[src/rtl/fp_norm_pkg.sv]
// Shared definitions for the FP normaliser: width helper, default
// sizes and the stage payload carried between LZC and shift stages.
package fp_norm_pkg;

    function automatic int clog2(input int value);
        int r = 0;
        while ((1 << r) < value) r++;
        return r;
    endfunction

    localparam int DEF_WIDTH = 25;
    localparam int DEF_EXP_W = 8;
    localparam int DEF_LZC_W = clog2(DEF_WIDTH);

    // Payload for the default single-precision post-add configuration;
    // the top rebuilds the same layout at its own parameter widths.
    typedef struct packed {
        logic [DEF_WIDTH-1:0] mant;
        logic [DEF_EXP_W-1:0] exp;
        logic [DEF_LZC_W-1:0] lzc;
        logic                 zero;
    } norm_payload_t;

endpackage

[src/rtl/fp_normalize_pipe_lzc.sv]
// Binary-tree leading-zero counter.
// Ports: mant in, lzc out (zeros above highest set bit), all_zero out.
module lzc_tree
    import fp_norm_pkg::*;
#(
    parameter int WIDTH = 25,
    parameter int LZC_W = clog2(WIDTH)
) (
    input  logic [WIDTH-1:0] mant,
    output logic [LZC_W-1:0] lzc,
    output logic             all_zero
);

    localparam int LVLS  = clog2(WIDTH);
    localparam int PAD_W = 1 << LVLS;

    logic [PAD_W-1:0] nz  [0:LVLS];
    logic [LZC_W-1:0] cnt [0:LVLS][0:PAD_W-1];

    always_comb begin
        for (int l = 0; l <= LVLS; l++) begin
            nz[l] = '0;
            for (int i = 0; i < PAD_W; i++) cnt[l][i] = '0;
        end
        // Pad below the LSB with ones so padding never adds to the
        // count of a nonzero mantissa.
        nz[0] = '1;
        nz[0][PAD_W-1 -: WIDTH] = mant;
        // Node i at level l covers 2^l bits; odd child is the upper half.
        for (int l = 1; l <= LVLS; l++) begin
            for (int i = 0; i < (PAD_W >> l); i++) begin
                nz[l][i] = nz[l-1][2*i+1] | nz[l-1][2*i];
                cnt[l][i] = nz[l-1][2*i+1] ? cnt[l-1][2*i+1]
                          : (cnt[l-1][2*i] | (LZC_W'(1) << (l - 1)));
            end
        end
        all_zero = ~|mant;
        lzc = all_zero ? '0 : cnt[LVLS][0];
    end

endmodule

[src/rtl/fp_normalize_pipe.sv]
// Pipelined mantissa normaliser with exponent adjust and subnormal output.
// Ports: clk, rst_n, in_valid/in_ready/in_mant/in_exp, out_valid/out_ready,
// out_mant, out_exp, out_lzc, out_zero, out_underflow.
module fp_normalize_pipe
    import fp_norm_pkg::*;
#(
    parameter int WIDTH = 25,
    parameter int EXP_W = 8,
    parameter int PIPE  = 2,
    localparam int LZC_W = clog2(WIDTH)
) (
    input  logic             clk,
    input  logic             rst_n,
    input  logic             in_valid,
    output logic             in_ready,
    input  logic [WIDTH-1:0] in_mant,
    input  logic [EXP_W-1:0] in_exp,
    output logic             out_valid,
    input  logic             out_ready,
    output logic [WIDTH-1:0] out_mant,
    output logic [EXP_W-1:0] out_exp,
    output logic [LZC_W-1:0] out_lzc,
    output logic             out_zero,
    output logic             out_underflow
);

    localparam int CMP_W = (EXP_W > LZC_W ? EXP_W : LZC_W) + 1;

    typedef struct packed {
        logic [WIDTH-1:0] mant;
        logic [EXP_W-1:0] exp;
        logic [LZC_W-1:0] lzc;
        logic             zero;
    } payload_t;

    typedef struct packed {
        logic [WIDTH-1:0] mant;
        logic [EXP_W-1:0] exp;
        logic [LZC_W-1:0] lzc;
        logic             zero;
        logic             underflow;
    } result_t;

    function automatic result_t normalize(input payload_t p);
        result_t          r;
        logic [CMP_W-1:0] e;
        logic [CMP_W-1:0] lz;
        logic [LZC_W-1:0] sh;
        r = '0;
        e = CMP_W'(p.exp);
        lz = CMP_W'(p.lzc);
        sh = '0;
        r.zero = p.zero;
        r.lzc = p.lzc;
        if (!p.zero) begin
            if (e > lz) begin
                r.mant = p.mant << p.lzc;
                r.exp = p.exp - EXP_W'(p.lzc);
            end else begin
                // Subnormal: align so the biased-exponent-1 position
                // lands on the hidden bit; exp-1 < WIDTH here.
                if (p.exp != '0) sh = LZC_W'(p.exp - 1'b1);
                r.mant = p.mant << sh;
                r.underflow = 1'b1;
            end
        end
        return r;
    endfunction

    logic [LZC_W-1:0] in_lzc;
    logic             in_zero;
    payload_t         in_pl;

    lzc_tree #(
        .WIDTH(WIDTH),
        .LZC_W(LZC_W)
    ) u_lzc (
        .mant    (in_mant),
        .lzc     (in_lzc),
        .all_zero(in_zero)
    );

    assign in_pl = {in_mant, in_exp, in_lzc, in_zero};

    result_t  out_q;
    logic     out_v;
    logic     ready2;
    payload_t s2_src;
    logic     s2_src_v;

    assign ready2 = ~out_v | out_ready;

    generate
        if (PIPE == 2) begin : g_two
            payload_t s1_q;
            logic     s1_v;

            assign in_ready = ~s1_v | ready2;
            assign s2_src = s1_q;
            assign s2_src_v = s1_v;

            always_ff @(posedge clk) begin
                if (!rst_n) begin
                    s1_v <= 1'b0;
                    s1_q <= '0;
                end else if (in_ready) begin
                    s1_v <= in_valid;
                    if (in_valid) s1_q <= in_pl;
                end
            end
        end else begin : g_one
            assign in_ready = ready2;
            assign s2_src = in_pl;
            assign s2_src_v = in_valid;
        end
    endgenerate

    // Data only loads with a valid beat so idle outputs keep their value.
    always_ff @(posedge clk) begin
        if (!rst_n) begin
            out_v <= 1'b0;
            out_q <= '0;
        end else if (ready2) begin
            out_v <= s2_src_v;
            if (s2_src_v) out_q <= normalize(s2_src);
        end
    end

    assign out_valid     = out_v;
    assign out_mant      = out_q.mant;
    assign out_exp       = out_q.exp;
    assign out_lzc       = out_q.lzc;
    assign out_zero      = out_q.zero;
    assign out_underflow = out_q.underflow;

endmodule

[config.mk]
export PLATFORM = sky130hd
export DESIGN_NAME = fp_normalize_pipe
export DESIGN_NICKNAME = d
export VERILOG_FILES = /design/src/rtl/fp_norm_pkg.sv /design/src/rtl/fp_normalize_pipe_lzc.sv /design/src/rtl/fp_normalize_pipe.sv
export SDC_FILE = /design/constraint.sdc
export NUM_CORES = 1
export LEC_CHECK = 0
export CAP_MARGIN = 20
export CORE_UTILIZATION = 50
export DETAILED_ROUTE_END_ITERATION = 7
export PLACE_DENSITY = 0.78
export REMOVE_ABC_BUFFERS = 1
export SLEW_MARGIN = 20
export SYNTH_ARGS = -nofsm -noshare
export SYNTH_HDL_FRONTEND = slang
export SYNTH_SLANG_ARGS = --single-unit
[constraint.sdc]
create_clock -name clk -period 3.5 [get_ports clk]
set_input_delay 0.35 -clock clk [delete_from_list [all_inputs] [get_ports clk]]
set_output_delay 0.35 -clock clk [all_outputs]
set_load 0.01 [all_outputs]
# Word-level counts from Yosys, hierarchy flattened
# Index checks and enable logic that the tools add are counted.
word_totals:
  reg_bits: 81
  inputBits: 37
  output_inout_bits: 42
  elab_cells: 84
classes:
  n_addsub: 2
  order_cmp: 1
  shift: 2
  mux: 37
  n_bitwise: 26
  n_reduce_logical: 5
ops:
  columns: ["op", "n"]
  rows:
  - ["$mux 5", 15]
  - ["$shl 25x5->25", 2]
  - ["$mux 33", 1]
  - ["$mux 25", 1]
  - ["$reduce_or 25->1", 1]
  - ["$or 1x1->1", 24]
  - ["$mux 1", 15]
  - ["$mux 4", 3]
  - ["$gt 8x5->1", 1]
  - ["$mux 8", 1]
  - ["$reduce_bool 8->1", 1]
  - ["$sub 8x5->8", 1]
  - ["$sub 5x1->5 const B", 1]
  - ["$reduce_and 2->1", 2]
  - ["$mux 2", 1]
  - ["$not 1->1", 2]
  - ["$logic_not 1->1", 1]

# Depth between registers and ports, before layout
logic_depth:
  depth_word: 10
  depth_mapped: 14
  ltp_nobuf: 12

# By module
# Synthesis repeated with hierarchy kept, for this count alone.
unflattened:
  cells_unflattened: 684
  hier_area_um2: 5353.9
modules_own_cells:
  columns: ["module", "instances", "cells_each", "area_each_um2"]
  rows:
  - ["fp_normalize_pipe", 1, 637, 5086.1]
  - ["lzc_tree", 1, 47, 267.8]

# Worst setup path before layout
# OpenSTA, ideal clock, no wires.
synth_path:
  path_kind: "reg2reg"
  from: "reg g_two.s1_q[3] (netlist name)"
  to: "reg out_q (netlist bit out_mant[19])"
  setup_time_ns: 0.125
  arrival_ns: 2.831
  slack_ns: 0.544
  path_stages_with_launch: 14
  n_path_buf: 4
  period_less_slack_ns: 2.956
  path_cell_list: "dfxtp_1 -> inv_1 -> clkbuf_1 -> ha_1 -> a21o_1 -> a211oi_4 -> o21ai_1 -> and2_1 -> buf_2 -> buf_6 -> buf_4 -> a22oi_1 -> nor2_1 -> o41a_1"
synth_between:
  elab_chain_cells: 3
synth_rtl:
  columns: ["element", "line_no", "source"]
  rows:
  - ["start, declared", "fp_normalize_pipe.sv:95", "payload_t s1_q;"]
  - ["start signal, assigned", "fp_normalize_pipe.sv:108", "if (in_valid) s1_q <= in_pl;"]
  - ["$gt 8x5->1 / $shl 25x5->25 (equally long branches)", "fp_normalize_pipe.sv:56, fp_normalize_pipe.sv:57", null]
  - ["$mux 25 (*)", "fp_normalize_pipe.sv:56", "if (e > lz) begin"]
  - ["$mux 33 (*)", "fp_normalize_pipe.sv:55", "if (!p.zero) begin"]
  - ["end signal, assigned", "fp_normalize_pipe.sv:125", "if (s2_src_v) out_q <= normalize(s2_src);"]
  - ["end, declared", "fp_normalize_pipe.sv:85", "result_t out_q;"]
# Every way passes the cells marked *; elsewhere a longest branch is shown, timed or not.
# A chain may end at the register's enable or synchronous reset.

# Worst setup path in the final report
layout_path:
  from: "reg g_two.s1_q[6] (netlist name)"
  to: "reg out_q (netlist bit out_mant[13])"
layout_between:
  elab_chain_cells: 10
layout_rtl:
  columns: ["element", "line_no", "source"]
  rows:
  - ["$sub 5x1->5 / $reduce_bool 8->1 (equally long branches)", "fp_normalize_pipe.sv:62", "if (p.exp != '0) sh = LZC_W'(p.exp - 1'b1);"]
  - ["$mux 5", "fp_normalize_pipe.sv:62", null]
  - ["$mux 5", "fp_normalize_pipe.sv:56", null]
  - ["$mux 5", "fp_normalize_pipe.sv:55", null]
  - ["$mux 5", "fp_normalize_pipe.sv:125", null]
  - ["$mux 5", "fp_normalize_pipe.sv:123", "end else if (ready2) begin"]
  - ["$mux 5", "fp_normalize_pipe.sv:120", "if (!rst_n) begin"]
  - ["$shl 25x5->25", "fp_normalize_pipe.sv:63", "r.mant = p.mant << sh;"]
  - ["$mux 25 (*)", "fp_normalize_pipe.sv:56", null]
  - ["$mux 33 (*)", "fp_normalize_pipe.sv:55", null]
# Every way passes the cells marked *; elsewhere a longest branch is shown, timed or not. The select of a mux whose other input is x is not followed.

==> out/summary.txt <==
Die Width = 104 µm
switch share = 36.4%
Synth Area in Compound Gates = 27.8%
# port buffers = 78
mapped cell area = 5180 µm²
HP Class = flip-flop to flip-flop
synth warn = 0
reg2reg start = g_two.s1_q[6]$_SDFFE_PN0P_
CTS buffer count = 9
Global Route Usage Sum = 31.0%
final hold vios = 0
Die Y = 104 µm
Max Freq = 0.298 GHz
Post-DP HPWL = 12600 µm
PwrDens = 419 nW/µm²
asr flop ratio synth = 0%
register bit count reported by yosys = 81
Critical-path top delay cell = a211o_4
Seq pwr share = 37.2%
number of global-route vias before repair = 5113
clock network power share = 25.4%
Post-synth EDFFs = 0
DR WL/cell = 18.3 µm
grt ovf = 0
nets = 822
Final Cycle Share = 96.0%
core area = 9910 µm²
Final ANT Viol Nets = 0
CTS Buffer Depth = 2
CTS tree = done
critical path type = flip-flop to flip-flop
drt pass-1 iters = 5
CTS sink count = 81
via/cell ratio = 6.18
Main synth FF type = dfxtp_1
sw power = 997 µW
Internal = 1.74 mW
startpoint type of the worst setup path = flip-flop
CTS root buffer = clkbuf_8
row cnt = 36
hold path endpoint = out_lzc[4]$_SDFFE_PN0P_
Cell variety after synth = 73
initial DRC count = 414
WHS Path Cells = 2
register area share after synthesis = 31.3%
main combinational cell family by area after synthesis = compound AO/OA/AOI/OAI gates
Register-to-Register Path Depth = 13
area share of fa/ha/maj cells after synthesis = 1.84%
post-synthesis mux area share = 7.35%
max-slew violation count = 0
diode count = 0
RSZ-0062 raised after global routing = true
Least-Margin Pin Slew = 0.715 ns
simple-gate area share of the yosys netlist = 24.8%
Setup Total Neg Slack = 0 ns
post-layout util = 66.0%
Min Hold Slack = 0.462 ns
die area = 10800 µm²
Max IR drop VDD = 0.215 mV
maximum number of pins on one net before global-route repair = 48
initial core utilization = 52.2%
final weighted congestion in routability-driven placement = 0.928
worst reg2reg setup slack = 0.14 ns
Cell Chain, Critical Path = inv_1 > ha_1 > inv_1 > fa_1 > a21o_1 > a211o_4 > nand3_1 > nand2_1 > buf_4 > o211a_1 > a211oi_2 > nand2_1 > a32o_1
CP Capture Type = flip-flop
Worst Path Max Fanout = 10
Comb power frac = 37.4%
synthesized area per cell = 7.53 µm²
WL final = 16800 µm
Clock Skew = 0.00623 ns
Gate Count Post-Synth = 688
detailed-route via count = 5663
status = completed
critical path required time = 3.77 ns
worst path arrival time = 3.63 ns
Worst path max stage delay = 0.41 ns
Clock Pin Slew Worst Setup and Hold Paths = 0.09 ns
Top Ports = 79
area grow syn2layout = 26.3%
Period minus WS final = 3.36 ns
post-synthesis xor/xnor area fraction = 0.846%
share of layout cells above drive strength 1 = 13.2%
Clock Latency Late Sink = 0.37 ns
Rel. slew slack = 52.0%
first-pass GRT wire length = 26800 µm
Lkg Pwr = 2.38 nW
drt drc = 0
Max Cap Viol = 0
HP Start = out_lzc[4]$_SDFFE_PN0P_
initial antenna violation count = 0
Reg2Reg Capture Point = out_mant[13]$_SDFFE_PN0P_
H-tree level count = 3
final setup vio count = 0
## layout make-up
class,count,area [µm²]
sequential,81,1620
tap,133,166
clock buffer,9,124
timing repair buffer,123,1180
clock inverter,7,71.3
inverter,21,78.8
fill,901,3370
multi-input combinational,542,3290
## repair_timing
item,4_1_cts,5_1_grt
buffers inserted,0,12
endpoints found under the hold margin,0,0
gates resized for setup,2,13
gates cloned,0,1
pin swaps,0,4
hold buffers,0,0
setup endpoints to repair,1,20
## state kept, by name (all words and copies together) (netlist names)
register	count
out_lzc	5
out_zero	1
g_two.s1_v	1
g_two.s1_q	39
out_underflow	1
out_valid	1
out_exp	8
out_mant	25
## cells in the final DEF (no fill, tap or decap), drive strengths merged, types with 4 or more instances in the layout
cell	netlist	routed
nand2	151	152
dfxtp	81	81
clkdlybuf4s50	0	78
a21oi	74	74
nor2	63	63
buf	23	45
nor3	22	22
inv	20	20
o211ai	20	20
mux2i	20	20
o21ai	20	20
nand3	17	17
a22oi	15	15
a211o	11	11
mux2	10	10
clkbuf	22	9
a211oi	9	9
nor4	7	7
nand4	6	6
ha	6	6
and2	5	5
nand2b	5	5
o221ai	5	5
a2bb2oi	5	5
nor2b	4	4
o211a	4	4
and3	4	4
a31oi	4	4
o22ai	4	4
clkinv	1	4
## kinds of logic after synthesis
group,count (synthesis)
AOI/OAI and AO/OA,205
xor gates and xnor gates,5
adders and majority gates,7
buffers and inverters,66
DFF,81
muxes,33
and+or+nand+nor,291
## routing by layer
metal,track usage [%],wire [µm],vias to the layer above
met5,0,0,-
met4,11.7,398,0
met3,3.90,1230,37
met2,49.3,7600,284
met1,43.0,7530,2674
li1,-,-,2668
## critical path: cells and delay by family (launching register included)
family	cells	cell delay (ns)
compound gates	5	1.38
fa+ha+maj	2	0.59
buf+inv	3	0.41
flops	1	0.36
simple gates	3	0.49
## through the flow
step / setup WS [ns] / cells / instance area [µm²] / power [mW]
CTS: 0.00630 / 903 / 6400 / 2.67
detailed placement: -0.0190 / 887 / 6200 / 1.98
floorplan: -0.264 / 643 / 4940 / 1.59
global route: -0.0108 / 916 / 6540 / 2.86
finish: 0.140 / 916 / 6540 / 2.74
global placement: -0.0791 / 887 / 6200 / 1.97
## worst max-delay path by stage
stage                                     from                        end  cells past startpoint
CTS                 g_two.s1_q[6]$_SDFFE_PN0P_  out_mant[23]$_SDFFE_PN0P_                     13
detailed placement  g_two.s1_q[5]$_SDFFE_PN0P_  out_mant[19]$_SDFFE_PN0P_                     11
global placement    g_two.s1_q[5]$_SDFFE_PN0P_  out_mant[19]$_SDFFE_PN0P_                     11
floorplan           g_two.s1_q[3]$_SDFFE_PN0P_  out_mant[19]$_SDFFE_PN0P_                     10
global route        g_two.s1_q[6]$_SDFFE_PN0P_  out_mant[14]$_SDFFE_PN0P_                     15
finish              g_two.s1_q[6]$_SDFFE_PN0P_  out_mant[13]$_SDFFE_PN0P_                     13
## synthesized netlist by cell type (3+ instances only)
| master | number | share of area [%] |
|---|---|---|
| a211oi_1 | 5 | 0.73 |
| o21ai_1 | 3 | 0.29 |
| a32o_1 | 3 | 0.58 |
| nor4_1 | 7 | 0.85 |
| o211a_1 | 4 | 0.77 |
| mux2_2 | 10 | 2.2 |
| a32oi_1 | 3 | 0.51 |
| nand3_1 | 16 | 1.5 |
| a211oi_2 | 3 | 0.73 |
| a211o_1 | 10 | 1.7 |
| xor2_1 | 3 | 0.51 |
| clkbuf_1 | 22 | 1.6 |
| a2111oi_0 | 3 | 0.51 |
| buf_1 | 5 | 0.36 |
| buf_4 | 4 | 0.58 |
| nand4_1 | 6 | 0.73 |
| a22oi_1 | 15 | 2.2 |
| nor2b_1 | 4 | 0.48 |
| ha_1 | 6 | 1.4 |
| and3_1 | 4 | 0.48 |
| nor3_1 | 21 | 2.0 |
| mux4_2 | 3 | 1.3 |
| nand2_1 | 149 | 11 |
| nand2b_1 | 5 | 0.60 |
| nor2_1 | 61 | 4.4 |
| mux2i_1 | 20 | 3.9 |
| o221ai_1 | 5 | 0.85 |
| buf_6 | 5 | 1.1 |
| o22ai_1 | 3 | 0.36 |
| dfxtp_1 | 81 | 31 |
| a21oi_1 | 72 | 7.0 |
| and2_1 | 5 | 0.60 |
| o21ai_0 | 17 | 1.6 |
| buf_2 | 9 | 0.87 |
| a31oi_1 | 4 | 0.48 |
| o31ai_1 | 3 | 0.43 |
| a21o_1 | 3 | 0.43 |
| inv_1 | 20 | 1.4 |
| a2bb2oi_1 | 5 | 0.85 |
| o211ai_1 | 20 | 2.9 |
## power groups by stage
stage               clock network (mW)  logic (mW)  registers (mW)
finish                           0.695        1.02            1.02
global route                     0.739        1.09            1.02
CTS                              0.705       0.947            1.02
detailed placement                   0       0.941            1.04
global placement                     0       0.939            1.04
floorplan                            0       0.556            1.04
No activity file was read; power rests on OpenSTA's default activity.
